<file path="src/rtl/sdram_byte_bridge_pkg.sv">
// rtl/sdram_byte_bridge_pkg.sv - shared types, byte-lane helpers and defaults for the byte bridge
package sdram_pkg;

    typedef enum logic [1:0] {
        ST_IDLE,
        ST_RD_ISSUE,
        ST_RD_WAIT,
        ST_WR_ISSUE
    } state_t;

    localparam logic LANE_LO = 1'b0;
    localparam logic LANE_HI = 1'b1;

    localparam int DEFAULT_WR_GAP  = 16;
    localparam int DEFAULT_TIMEOUT = 255;

    function automatic logic [15:0] merge_byte(input logic [15:0] word, input logic [7:0] b,
                                               input logic lane);
        return (lane == LANE_HI) ? {b, word[7:0]} : {word[15:8], b};
    endfunction

    function automatic logic [7:0] pick_byte(input logic [15:0] word, input logic lane);
        return (lane == LANE_HI) ? word[15:8] : word[7:0];
    endfunction

endpackage

</file>
<file path="src/rtl/sdram_byte_bridge_if.sv">
// rtl/sdram_byte_bridge_if.sv - cpu byte port and sdram word port bundle
interface sdram_byte_bridge_if #(parameter int ADDR_W = 24);

    logic              cpu_req;
    logic              cpu_we;
    logic [ADDR_W:0]   cpu_addr;
    logic [7:0]        cpu_wdata;
    logic [7:0]        cpu_rdata;
    logic              cpu_ack;
    logic              cpu_err;
    logic              cpu_busy;
    logic [ADDR_W-1:0] ram_addr;
    logic [15:0]       ram_wr_data;
    logic              ram_wr_en;
    logic              ram_rd_en;
    logic [15:0]       ram_rd_data;
    logic              ram_busy;
    logic              ram_rd_ready;
    logic              ram_rd_ack;

    modport master (
        output cpu_req, cpu_we, cpu_addr, cpu_wdata, ram_rd_data, ram_busy, ram_rd_ready,
        input  cpu_rdata, cpu_ack, cpu_err, cpu_busy, ram_addr, ram_wr_data, ram_wr_en,
               ram_rd_en, ram_rd_ack
    );

    modport slave (
        input  cpu_req, cpu_we, cpu_addr, cpu_wdata, ram_rd_data, ram_busy, ram_rd_ready,
        output cpu_rdata, cpu_ack, cpu_err, cpu_busy, ram_addr, ram_wr_data, ram_wr_en,
               ram_rd_en, ram_rd_ack
    );

endinterface

</file>
<file path="src/rtl/sdram_byte_bridge.sv">
// rtl/sdram_byte_bridge.sv - cpu byte accesses to 16-bit sdram words with a one-word write-through buffer
module sdram_byte_bridge
    import sdram_pkg::*;
#(
    parameter int ADDR_W  = 24,
    parameter int WR_GAP  = DEFAULT_WR_GAP,
    parameter int TIMEOUT = DEFAULT_TIMEOUT
) (
    input  logic               clk,
    input  logic               rst,
    sdram_byte_bridge_if.slave bus
);

    localparam int GAP_W = $clog2(WR_GAP + 1);
    localparam int TO_W  = $clog2(TIMEOUT + 1);

    state_t            state;
    logic              buf_valid;
    logic [ADDR_W-1:0] buf_tag;
    logic [15:0]       buf_data;
    logic              rmw;
    logic              req_lane;
    logic [7:0]        req_byte;
    logic [GAP_W-1:0]  gap;
    logic [TO_W-1:0]   tmo;
    logic [1:0]        stale;

    logic [ADDR_W-1:0] cpu_word;
    logic              hit;
    logic              rd_take;

    assign cpu_word = bus.cpu_addr[ADDR_W:1];
    assign hit      = buf_valid && (buf_tag == cpu_word);
    // The read-data FIFO still shows the popped word during our ack cycle; never take it twice.
    assign rd_take  = bus.ram_rd_ready && !bus.ram_rd_ack;

    always_ff @(posedge clk or negedge rst) begin
        if (!rst) begin
            state           <= ST_IDLE;
            buf_valid       <= 1'b0;
            buf_tag         <= '0;
            buf_data        <= '0;
            rmw             <= 1'b0;
            req_lane        <= 1'b0;
            req_byte        <= '0;
            gap             <= '0;
            tmo             <= '0;
            stale           <= '0;
            bus.cpu_rdata   <= '0;
            bus.cpu_ack     <= 1'b0;
            bus.cpu_err     <= 1'b0;
            bus.cpu_busy    <= 1'b0;
            bus.ram_addr    <= '0;
            bus.ram_wr_data <= '0;
            bus.ram_wr_en   <= 1'b0;
            bus.ram_rd_en   <= 1'b0;
            bus.ram_rd_ack  <= 1'b0;
        end else begin
            bus.cpu_ack    <= 1'b0;
            bus.cpu_err    <= 1'b0;
            bus.ram_wr_en  <= 1'b0;
            bus.ram_rd_en  <= 1'b0;
            bus.ram_rd_ack <= 1'b0;
            if (gap != '0) gap <= gap - 1'b1;

            case (state)
                ST_IDLE: begin
                    if (stale != '0) begin
                        bus.cpu_busy <= 1'b1;
                        if (rd_take) begin
                            bus.ram_rd_ack <= 1'b1;
                            stale          <= stale - 1'b1;
                            if (stale == 2'd1) bus.cpu_busy <= 1'b0;
                        end
                    end else if (bus.cpu_req) begin
                        req_lane <= bus.cpu_addr[0];
                        req_byte <= bus.cpu_wdata;
                        if (!bus.cpu_we && hit) begin
                            bus.cpu_ack   <= 1'b1;
                            bus.cpu_rdata <= pick_byte(buf_data, bus.cpu_addr[0]);
                        end else if (bus.cpu_we && hit) begin
                            buf_data     <= merge_byte(buf_data, bus.cpu_wdata, bus.cpu_addr[0]);
                            bus.ram_addr <= cpu_word;
                            bus.cpu_busy <= 1'b1;
                            state        <= ST_WR_ISSUE;
                        end else begin
                            rmw          <= bus.cpu_we;
                            bus.ram_addr <= cpu_word;
                            bus.cpu_busy <= 1'b1;
                            state        <= ST_RD_ISSUE;
                        end
                    end
                end

                ST_RD_ISSUE: begin
                    // Reads wait out the write gap so the read FIFO cannot overtake a pending write.
                    if (!bus.ram_busy && gap == '0) begin
                        bus.ram_rd_en <= 1'b1;
                        tmo           <= '0;
                        state         <= ST_RD_WAIT;
                    end
                end

                ST_RD_WAIT: begin
                    if (rd_take) begin
                        bus.ram_rd_ack <= 1'b1;
                        buf_valid      <= 1'b1;
                        buf_tag        <= bus.ram_addr;
                        if (rmw) begin
                            buf_data <= merge_byte(bus.ram_rd_data, req_byte, req_lane);
                            rmw      <= 1'b0;
                            state    <= ST_WR_ISSUE;
                        end else begin
                            buf_data      <= bus.ram_rd_data;
                            bus.cpu_ack   <= 1'b1;
                            bus.cpu_rdata <= pick_byte(bus.ram_rd_data, req_lane);
                            bus.cpu_busy  <= 1'b0;
                            state         <= ST_IDLE;
                        end
                    end else if (tmo >= TO_W'(TIMEOUT - 1)) begin
                        // The late word will still arrive; count it so IDLE can discard it.
                        bus.cpu_ack   <= 1'b1;
                        bus.cpu_err   <= 1'b1;
                        bus.cpu_rdata <= '0;
                        buf_valid     <= 1'b0;
                        rmw           <= 1'b0;
                        if (stale != 2'd3) stale <= stale + 1'b1;
                        bus.cpu_busy  <= 1'b1;
                        state         <= ST_IDLE;
                    end else begin
                        tmo <= tmo + 1'b1;
                    end
                end

                ST_WR_ISSUE: begin
                    if (!bus.ram_busy) begin
                        bus.ram_wr_en   <= 1'b1;
                        bus.ram_wr_data <= buf_data;
                        gap             <= GAP_W'(WR_GAP);
                        bus.cpu_ack     <= 1'b1;
                        bus.cpu_busy    <= (stale != '0);
                        state           <= ST_IDLE;
                    end
                end

                default: state <= ST_IDLE;
            endcase
        end
    end

endmodule

</file>
<file path="src/flat_wrapper.sv">
// flat-port wrapper written by rule: the top's interface ports become plain ports
module sdram_byte_bridge_flat import sdram_pkg::*;
#(
    parameter int ADDR_W  = 24,
    parameter int WR_GAP  = DEFAULT_WR_GAP,
    parameter int TIMEOUT = DEFAULT_TIMEOUT
)
  (clk, rst, bus_cpu_req, bus_cpu_we, bus_cpu_addr, bus_cpu_wdata, bus_ram_rd_data, bus_ram_busy, bus_ram_rd_ready, bus_cpu_rdata, bus_cpu_ack, bus_cpu_err, bus_cpu_busy, bus_ram_addr, bus_ram_wr_data, bus_ram_wr_en, bus_ram_rd_en, bus_ram_rd_ack);
  sdram_byte_bridge_if #(.ADDR_W(ADDR_W)) bus_i ();
  input  logic clk;
  input  logic rst;
  input wire logic [$bits(bus_i.cpu_req)-1:0] bus_cpu_req;
  input wire logic [$bits(bus_i.cpu_we)-1:0] bus_cpu_we;
  input wire logic [$bits(bus_i.cpu_addr)-1:0] bus_cpu_addr;
  input wire logic [$bits(bus_i.cpu_wdata)-1:0] bus_cpu_wdata;
  input wire logic [$bits(bus_i.ram_rd_data)-1:0] bus_ram_rd_data;
  input wire logic [$bits(bus_i.ram_busy)-1:0] bus_ram_busy;
  input wire logic [$bits(bus_i.ram_rd_ready)-1:0] bus_ram_rd_ready;
  output wire logic [$bits(bus_i.cpu_rdata)-1:0] bus_cpu_rdata;
  output wire logic [$bits(bus_i.cpu_ack)-1:0] bus_cpu_ack;
  output wire logic [$bits(bus_i.cpu_err)-1:0] bus_cpu_err;
  output wire logic [$bits(bus_i.cpu_busy)-1:0] bus_cpu_busy;
  output wire logic [$bits(bus_i.ram_addr)-1:0] bus_ram_addr;
  output wire logic [$bits(bus_i.ram_wr_data)-1:0] bus_ram_wr_data;
  output wire logic [$bits(bus_i.ram_wr_en)-1:0] bus_ram_wr_en;
  output wire logic [$bits(bus_i.ram_rd_en)-1:0] bus_ram_rd_en;
  output wire logic [$bits(bus_i.ram_rd_ack)-1:0] bus_ram_rd_ack;
  assign bus_i.cpu_req = bus_cpu_req;
  assign bus_i.cpu_we = bus_cpu_we;
  assign bus_i.cpu_addr = bus_cpu_addr;
  assign bus_i.cpu_wdata = bus_cpu_wdata;
  assign bus_i.ram_rd_data = bus_ram_rd_data;
  assign bus_i.ram_busy = bus_ram_busy;
  assign bus_i.ram_rd_ready = bus_ram_rd_ready;
  assign bus_cpu_rdata = bus_i.cpu_rdata;
  assign bus_cpu_ack = bus_i.cpu_ack;
  assign bus_cpu_err = bus_i.cpu_err;
  assign bus_cpu_busy = bus_i.cpu_busy;
  assign bus_ram_addr = bus_i.ram_addr;
  assign bus_ram_wr_data = bus_i.ram_wr_data;
  assign bus_ram_wr_en = bus_i.ram_wr_en;
  assign bus_ram_rd_en = bus_i.ram_rd_en;
  assign bus_ram_rd_ack = bus_i.ram_rd_ack;
  sdram_byte_bridge #(.ADDR_W(ADDR_W), .WR_GAP(WR_GAP), .TIMEOUT(TIMEOUT)) u_core (.clk(clk), .rst(rst), .bus(bus_i));
endmodule
</file>
<file path="config.mk">
export PLATFORM = sky130hd
export DESIGN_NAME = sdram_byte_bridge_flat
export DESIGN_NICKNAME = d
export VERILOG_FILES = /design/src/rtl/sdram_byte_bridge_pkg.sv /design/src/rtl/sdram_byte_bridge_if.sv /design/src/rtl/sdram_byte_bridge.sv /design/src/flat_wrapper.sv
export SDC_FILE = /design/constraint.sdc
export NUM_CORES = 1
export LEC_CHECK = 0
export ABC_CLOCK_PERIOD_IN_PS = 3100
export CORE_MARGIN = 5
export CORE_UTILIZATION = 45
export CTS_BUF_LIST = sky130_fd_sc_hd__clkbuf_4
export DETAILED_ROUTE_END_ITERATION = 10
export GPL_TIMING_DRIVEN = 0
export PLACE_DENSITY = 0.8
export SLEW_MARGIN = 20
export SYNTH_ARGS = -nofsm -noshare
export SYNTH_HDL_FRONTEND = slang
export SYNTH_SLANG_ARGS = --single-unit
</file>
<file path="constraint.sdc">
create_clock -name clk -period 3.1 [get_ports clk]
set_clock_uncertainty 0.2 [all_clocks]
set_input_delay 0.775 -clock clk [delete_from_list [all_inputs] [get_ports clk]]
set_output_delay 0.775 -clock clk [all_outputs]
set_load 0.03 [all_outputs]
</file>
==> results of run 1 <==
[placed cells by master, fill, tap and decap left out, types with 3 or more instances in the layout]
cell type / instances
a21oi_1: 7
a31oi_1: 7
and3_1: 3
buf_2: 3
buf_4: 5
bufinv_16: 5
clkbuf_1: 17
clkbuf_4: 22
clkdlybuf4s50_1: 106
clkinv_1: 7
dfrtp_1: 122
ha_1: 6
inv_1: 21
mux2_2: 51
mux2i_1: 41
nand2_1: 127
nand2b_1: 6
nand3_1: 13
nand3b_1: 3
nand4_1: 5
nor2_1: 24
nor2b_1: 7
nor3_1: 5
o21ai_0: 29
o22ai_1: 8
xnor2_1: 23
xor2_1: 4
[per-stage QoR]
step | TNS (ns) | instance area (um^2)
global placement | -451.49 | 7220
finish | 0 | 7670
detailed placement | -29.86 | 7250
floorplan | 0 | 5930
CTS | 0 | 7620
global route | 0 | 7670
[path summary, 6_finish.rpt]
| check | start | end | slack [ns] | cells past startpoint |
|---|---|---|---|---|
| max | bus_cpu_addr[9] | u_core.buf_data[11] | 0.12 | 8 |
| min | u_core.bus.ram_wr_data[1] | u_core.bus.ram_wr_data[1] | 0.29 | 2 |
| max reg2reg | u_core.state[0] | u_core.bus.ram_wr_data[12] | 0.25 | 7 |
| min reg2reg | u_core.bus.ram_wr_data[1] | u_core.bus.ram_wr_data[1] | 0.29 | 2 |
| max in group asynchronous | rst | u_core.buf_tag[6] | 1.47 | 3 |
| min in group asynchronous | rst | u_core.bus.ram_wr_data[9] | 0.50 | 2 |
[tightest hold or removal path, stage by stage, from the launching register on]
cell     delay, ns
dfrtp_1       0.35
nand2_1       0.04
o21ai_0       0.06
[where the power goes]
part	switching (W)	total (W)	internal [W]
clock	0.000589	0.00132	0.000731
sequential	0.000450	0.00268	0.00223
combinational	0.00188	0.00333	0.00145
[cells by family after synthesis]
group	synth area share, %
DFF	51.5
xor gates and xnor gates	3.99
AOI/OAI and AO/OA	7.81
and+or+nand+nor	15.8
buffers and inverters	3.02
adders and majority gates	1.27
muxes	16.6
[timing repair]
item,in CTS,in global routing
resized for setup,2,4
pin swaps,1,2
hold buffers,1,0
endpoints found under the setup margin,36,29
endpoints found under the hold margin,41,0
setup buffers,2,4
[registers in the layout, summed over array words and instances (netlist names), 5 cells and up]
signal and count:
u_core.tmo 8, u_core.bus.ram_addr 24, u_core.bus.cpu_rdata 8, u_core.buf_tag 24, u_core.req_byte 8, u_core.gap 5
u_core.buf_data 16, u_core.bus.ram_wr_data 16
[Yosys cell counts, types with 2 or more instances]
cell	count
nand2_1	128
dfrtp_1	122
mux2_2	51
mux2i_1	41
o21ai_0	29
nor2_1	24
xnor2_1	23
inv_1	21
clkbuf_1	17
nand3_1	13
o22ai_1	8
a21oi_1	7
a31oi_1	7
nor2b_1	7
ha_1	6
nand2b_1	6
buf_2	5
nand4_1	5
nor3_1	5
xor2_1	4
and3_1	3
nand3b_1	3
a211oi_1	2
buf_1	2
nor3_2	2
nor4_1	2
nor4b_1	2
o2111ai_1	2
o31ai_1	2
[area by class of cell]
class	instances	share of cell area [%]
Sequential cell	122	39.8
Multi-Input combinational cell	402	35.5
Timing Repair Buffer	115	15.2
Tap cell	176	2.87
Clock inverter	12	2.31
Clock buffer	20	1.96
Buffer	24	1.32
Inverter	22	1.08
[routing by layer]
layer  track usage [%]  part of all wire, %  wire length, um  vias to the layer above
li1                  -                    -                -                     2230
met1              26.6                   42             6720                     2441
met2              34.9                   50             8020                      200
met3              5.06                  6.4             1040                       39
met4              9.03                  2.5              407                        0
met5                 0                    0                0                        -
==> summary.txt, run 1 <==
Run status
  – Status: completed

Worst hold path
  – Hold crit path type: reg -> reg

Floorplan
  – Initial core utilization: between 40 and 50%
  – Core Region: ~13000 um^2
  – Row count: 42
  – Die area: 15600 um^2
  – IO Count: about 110
  – Die H: between 100 and 150 um
  – Die Span X: about 120 um

Placement
  – Pre-CTS setup slack: -0.714 ns
  – Post-Place Cells: 854
  – Hpwl dp: 11500 um
  – Routability Congestion: roughly 0.94
  – I/O Buffers: around 110

Layout
  – Fin util: 58.7%
  – Diodes inserted: 0
  – Layout cells sized above 1: about 15%
  – Area Overhead vs Synth: 29.5%
  – Fillcell total: 1038
  – Nets@finish: 765
  – Area of the multi-input gates: 2720 um^2
  – FF/Latch Area: about 3100 um^2
  – Non-filler cells, final: approximately 890

Global route
  – Initial antenna violation count: 0
  – First-pass GRT wire length: roughly 26000 um
  – Largest net degree at the start of global routing: 82
  – Vias in the first global route: 5100
  – Tot GR Track Use: roughly a fifth
  – Gr ovfl total: 0

Clocking
  – Worst-skew pair later-pin latency: 0.55 ns
  – Root Buffer: clkbuf_4
  – Total CTS buffers: 17
  – Clock sink count: around 120
  – H-Tree Depth: 4
  – Clock Pin Slew Worst Setup and Hold Paths: 0.10 ns
  – CTS tree: built
  – CTS max path bufs: 2

Logic synthesis
  – Synth area leaders: dfrtp_1, mux2_2, nand2_1, mux2i_1, xnor2_1
  – Synth async-reset ratio: 100%
  – Sequential-to-total area share from yosys stat: between 50% and 60%
  – Count of cell types in the netlist: 50
  – Yosys top cell area share: 51.5%
  – Largest area contributor in the synthesized netlist: dfrtp_1
  – Syn. warnings: 0
  – Syn avg cell area: between 10 and 15 um^2
  – EDFF count, synth: 0
  – Syn nets: 631
  – Mapped Cells: between 500 and 600
  – Mapped Area: between 5000 and 6000 um^2
  – Yosys reg bits: roughly 120
  – Post-synth top flop: dfrtp_1

Worst setup path
  – Critical Path Fanout Max: 8
  – WP buf/inv: 2
  – Critical path data arrival time: 3.21 ns
  – Required @ worst endpoint: about 3.3 ns
  – Slowest stage cell, crit path: clkdlybuf4s50_1
  – CP max stage delay: approximately 0.45 ns
  – Crit-path cells: clkdlybuf4s50_1, xnor2_1, o221ai_1, nor4_2, nand3_1, o21ai_4, buf_12, mux2_2
  – Critical Path Sink Type: flop
  – Worst Setup Start Kind: primary input
  – Setup CP Type: in -> reg
  – Family with the most delay on the worst path: simple AND/OR/NAND/NOR gates

Drt
  – Vias: around 5000
  – Drt initial violations: ~370
  – Drt wl/cell: roughly 18 um
  – First-pass DRT Iterations: 5
  – Routed wire length: ~16000 um
  – Via/cell ratio: about 5.5
  – DRC viols: 0
  – Post-DRT Antenna Nets: 0

Power and ir drop
  – PwrDens: about 960 nW/um^2
  – VDD IR max: 0.426 mV
  – Total power: around 0.0073 W
  – Leak: roughly 3.5 nW

Timing
  – Period utilization: 96.1%
  – Final setup fails: 0
  – Final hold vios: 0
  – Setup ws final: 0.120 ns
  – Hold WS: roughly 0.29 ns
  – Fin. max-slew vios: 0
  – Minimum clock period: slightly below 3 ns
  – Worst-Margin Slew: around 1 ns
  – RSZ-0062 raised after global routing: no
  – Fmax: approximately 340 MHz
  – Slew margin rel.: 33.8%

Job
  – Max-Cap Viols: 0
(Power assumes the default switching activity.)
==> run 2: changes to the inputs <==
Settings changed: CTS_CLUSTER_DIAMETER set to 80.
==> results of run 2 <==
Same layout as run 1: the final DEF is identical, and so are final timing and power.
==> run 3: changes to the inputs <==
Settings changed: ABC_AREA set to 1.
==> summary.txt, run 3 <==
Run status
  – Status: completed

Floorplan
  – Die H: 127 um (+1.7%)
  – Die Span X: 127 um (+1.7%)
  – Initial core utilization: 46.2% (+0.91 points)
  – IO Count: 109 (unchanged)
  – Core Region: 13300 um^2 (+1.6%)
  – Row count: 42 (unchanged)
  – Die area: 16100 um^2 (+3.4%)

Logic synthesis
  – Sequential-to-total area share from yosys stat: 49.7% (-1.8 points)
  – Count of cell types in the netlist: 38 (-24%)
  – Largest area contributor in the synthesized netlist: dfrtp_1
  – Most frequent cells after synthesis: nand2_1, dfrtp_1, inv_1
  – Synth async-reset ratio: 100% (unchanged)
  – EDFF count, synth: 0 (unchanged)
  – Mapped Area: 6140 um^2 (+3.7%)
  – Yosys reg bits: 122 (unchanged)
  – Mapped Cells: 770 (+35%)
  – Syn. warnings: 0 (unchanged)
  – Synth area leaders: dfrtp_1, nand2_1, o21ai_0, inv_1, a21oi_1
  – Yosys top cell area share: 49.7% (-1.8 points)
  – Post-synth top flop: dfrtp_1
  – Syn nets: 831 (+32%)
  – Syn avg cell area: 7.98 um^2 (-23%)
  – Most common cell in the netlist: nand2_1

Worst hold path
  – Hold endpoint: u_core.buf_valid
  – Hold crit path type: reg -> reg
  – Hold_sp: u_core.buf_valid
  – WHS Path Cells: 2 (unchanged)

Drt
  – First-pass DRT Iterations: 6 (+1)
  – Drt wl/cell: 14.6 um (-19%)
  – Routed wire length: 15900 um (-1.9%)
  – Drt initial violations: 421 (+13%)
  – Via/cell ratio: 5.08 (-7.6%)
  – DRC viols: 0 (unchanged)
  – Post-DRT Antenna Nets: 0 (unchanged)
  – Vias: 5528 (+13%)

Power and ir drop
  – VDD IR max: 0.462 mV (+8.4%)
  – Clock power share: 13.8% (-4.2 points)
  – Comb power frac: 48.9% (+3.5 points)
  – Switching Share: 44.8% (+5.0 points)
  – Sequential share of power: 37.3% (+0.7 points)
  – Leak: 3.69 nW (+4.9%)
  – PwrDens: 931 nW/um^2 (-2.5%)
  – Int Pwr: 0.00396 W (-10%)
  – Psw: 0.00322 W (+10%)

Worst setup path
  – Slowest stage cell, crit path: clkdlybuf4s50_1
  – WP buf/inv: 1 (-1)
  – Family with the most delay on the worst path: buffers and inverters
  – Setup CP Type: reg -> out
  – Reg2reg start: u_core.buf_tag[6]
  – Reg2reg setup slack: 0.92 ns (+0.67 ns)
  – Required @ worst endpoint: 2.12 ns (-1.21 ns)
  – Critical Path Fanout Max: 2 (-6)
  – CP max stage delay: 0.72 ns (+0.27 ns)
  – Critical Path Sink Type: output port
  – Reg2reg end: u_core.bus.ram_addr[19]
  – Critical path data arrival time: 1.65 ns (-1.56 ns)
  – Crit-path cells: clkdlybuf4s50_1
  – Worst Setup Start Kind: flop
  – R2R cell count: 9 (+2)
  – Crit path from: u_core.bus.ram_rd_ack

Layout
  – Fin util: 58.0% (-0.64 points)
  – Layout cells sized above 1: 8.67% (-5.8 points)
  – Commonest non-fill, non-tap cell in the layout: nand2_1
  – Commonest cells after routing, fill and taps aside: nand2_1, dfrtp_1, inv_1, clkdlybuf4s50_1, o21ai_0
  – Biggest regs: u_core.buf_tag x24, u_core.bus.ram_addr x24
  – Nets@finish: 959 (+25%)
  – Area Overhead vs Synth: 25.6%

Clocking
  – H-Tree Depth: 4 (unchanged)
  – Worst-skew pair later-pin latency: 0.54 ns (about the same)
  – CTS Hold Bufs: 1 (unchanged)
  – Clock Pin Slew Worst Setup and Hold Paths: 0.11 ns (about the same)
  – # Post-CTS Setup Buffers: 0 (-2)
  – Total CTS buffers: 17 (unchanged)
  – Clock sink count: 122 (unchanged)
  – CTS max path bufs: 2 (unchanged)
  – Post_cts resized: 0 (-2)
  – Root Buffer: clkbuf_4
  – CTS tree: built

Global route
  – Gr ovfl total: 0 (unchanged)
  – First-pass GRT wire length: 26100 um (-1.5%)
  – Largest net degree at the start of global routing: 71 (-13%)
  – Tot GR Track Use: 20.1% (-1.1 points)
  – Initial antenna violation count: 1 (+1)
  – Vias in the first global route: 5305 (+4.0%)

Timing
  – Period utilization: 84.8% (-11 points)
  – Minimum clock period: 2.63 ns (-0.351 ns)
  – Slew margin rel.: 61.5% (+28 points)
  – Final setup fails: 0 (unchanged)
  – Fin. max-slew vios: 0 (unchanged)
  – Setup_tns: 0 ns (unchanged)
  – Worst-Margin Slew: 0.577 ns (-0.412 ns)
  – RSZ-0062 raised after global routing: no
  – Fmax: 380 MHz (+13%)
  – Final hold vios: 0 (unchanged)

Placement
  – Routability Congestion: 0.901 (-4.4%)
  – Hpwl dp: 12000 um (+4.6%)
  – I/O Buffers: 107 (unchanged)

Job
  – Max-Cap Viols: 0 (unchanged)
## run 3: cell types whose count changed after synthesis, moves of 10 or more
cell | previous run | this run
inv_1 | 21 | 106
mux2i_1 | 41 | 0
nand2_1 | 128 | 226
xnor2_1 | 23 | 6
mux2_2 | 51 | 1
nand3_1 | 13 | 23
o21ai_0 | 29 | 87
nor2_1 | 24 | 36
a21oi_1 | 7 | 36
o21ai_1 | 0 | 13
## run 3: cells by family (layout without fill, tap and decap cells)
kind of cell             Yosys count  count (layout)  synth area share (%)
AO/OA/AOI/OAI                    173             173                  16.1
XOR/XNOR                           9               9                  1.28
adder cells (fa/ha/maj)            6               6                  1.22
buffers and inverters            140             281                  9.02
flip-flops                       122             122                  49.7
multiplexers                       1               1                 0.183
other                              0               1                     0
AND/OR/NAND/NOR                  319             319                  22.5
## run 3: worst max-delay path by stage
stage                                     end  slack, ns  cells past startpoint
global placement    u_core.bus.ram_wr_data[6]      -3.66                      1
global route                 bus_ram_addr[22]       0.41                      1
CTS                            bus_ram_rd_ack       0.45                      1
finish                         bus_ram_rd_ack       0.47                      1
floorplan                  u_core.buf_data[6]       0.93                     14
detailed placement    u_core.bus.ram_addr[19]       0.01                     11
## run 3: tightest hold or removal path, cell delays in order (launching register included)
cell	delay, ns
dfrtp_1	0.36
nand2_1	0.06
nand2_1	0.05
## run 3: layout make-up
type	instances	area [um^2]
diodes	1	2.50
plain buffers	27	130
clock buffers	21	158
clock inverters	11	80.1
fillers	1182	5580
inverters	113	424
multi-input cells	508	2530
flip-flops and latches	122	3050
well taps	176	220
repair buffers	109	1110
## run 3: metrics by stage
stage	hold slack (ns)	std cells	power [W]	instance area (um^2)	setup WS (ns)
6_report	0.291	1088	0.00718	7710	0.470
3_3_place_gp	0.255	1053	0.00610	7430	-3.66
3_5_place_dp	0.266	1054	0.00620	7460	0.0138
2_1_floorplan	0.242	770	0.00492	6140	0.933
4_1_cts	0.289	1087	0.00719	7710	0.446
5_1_grt	0.316	1088	0.00770	7710	0.413
## run 3: power by group through the flow
| stage | Clock [W] | Combinational [W] | Sequential, W |
|---|---|---|---|
| global route | 0.00108 | 0.00386 | 0.00276 |
| finish | 0.000993 | 0.00351 | 0.00268 |
| CTS | 0.00100 | 0.00351 | 0.00267 |
| detailed placement | 0 | 0.00351 | 0.00269 |
| global placement | 0 | 0.00342 | 0.00268 |
| floorplan | 0 | 0.00174 | 0.00318 |
## run 3: layer usage
layer  wire length [um]  up-vias  track usage, %
met5                  0        -               0
met4                357        0            7.76
met3                932       33            3.95
met2               7450      190            31.5
met1               7140     2589            27.5
li1                   -     2716               -
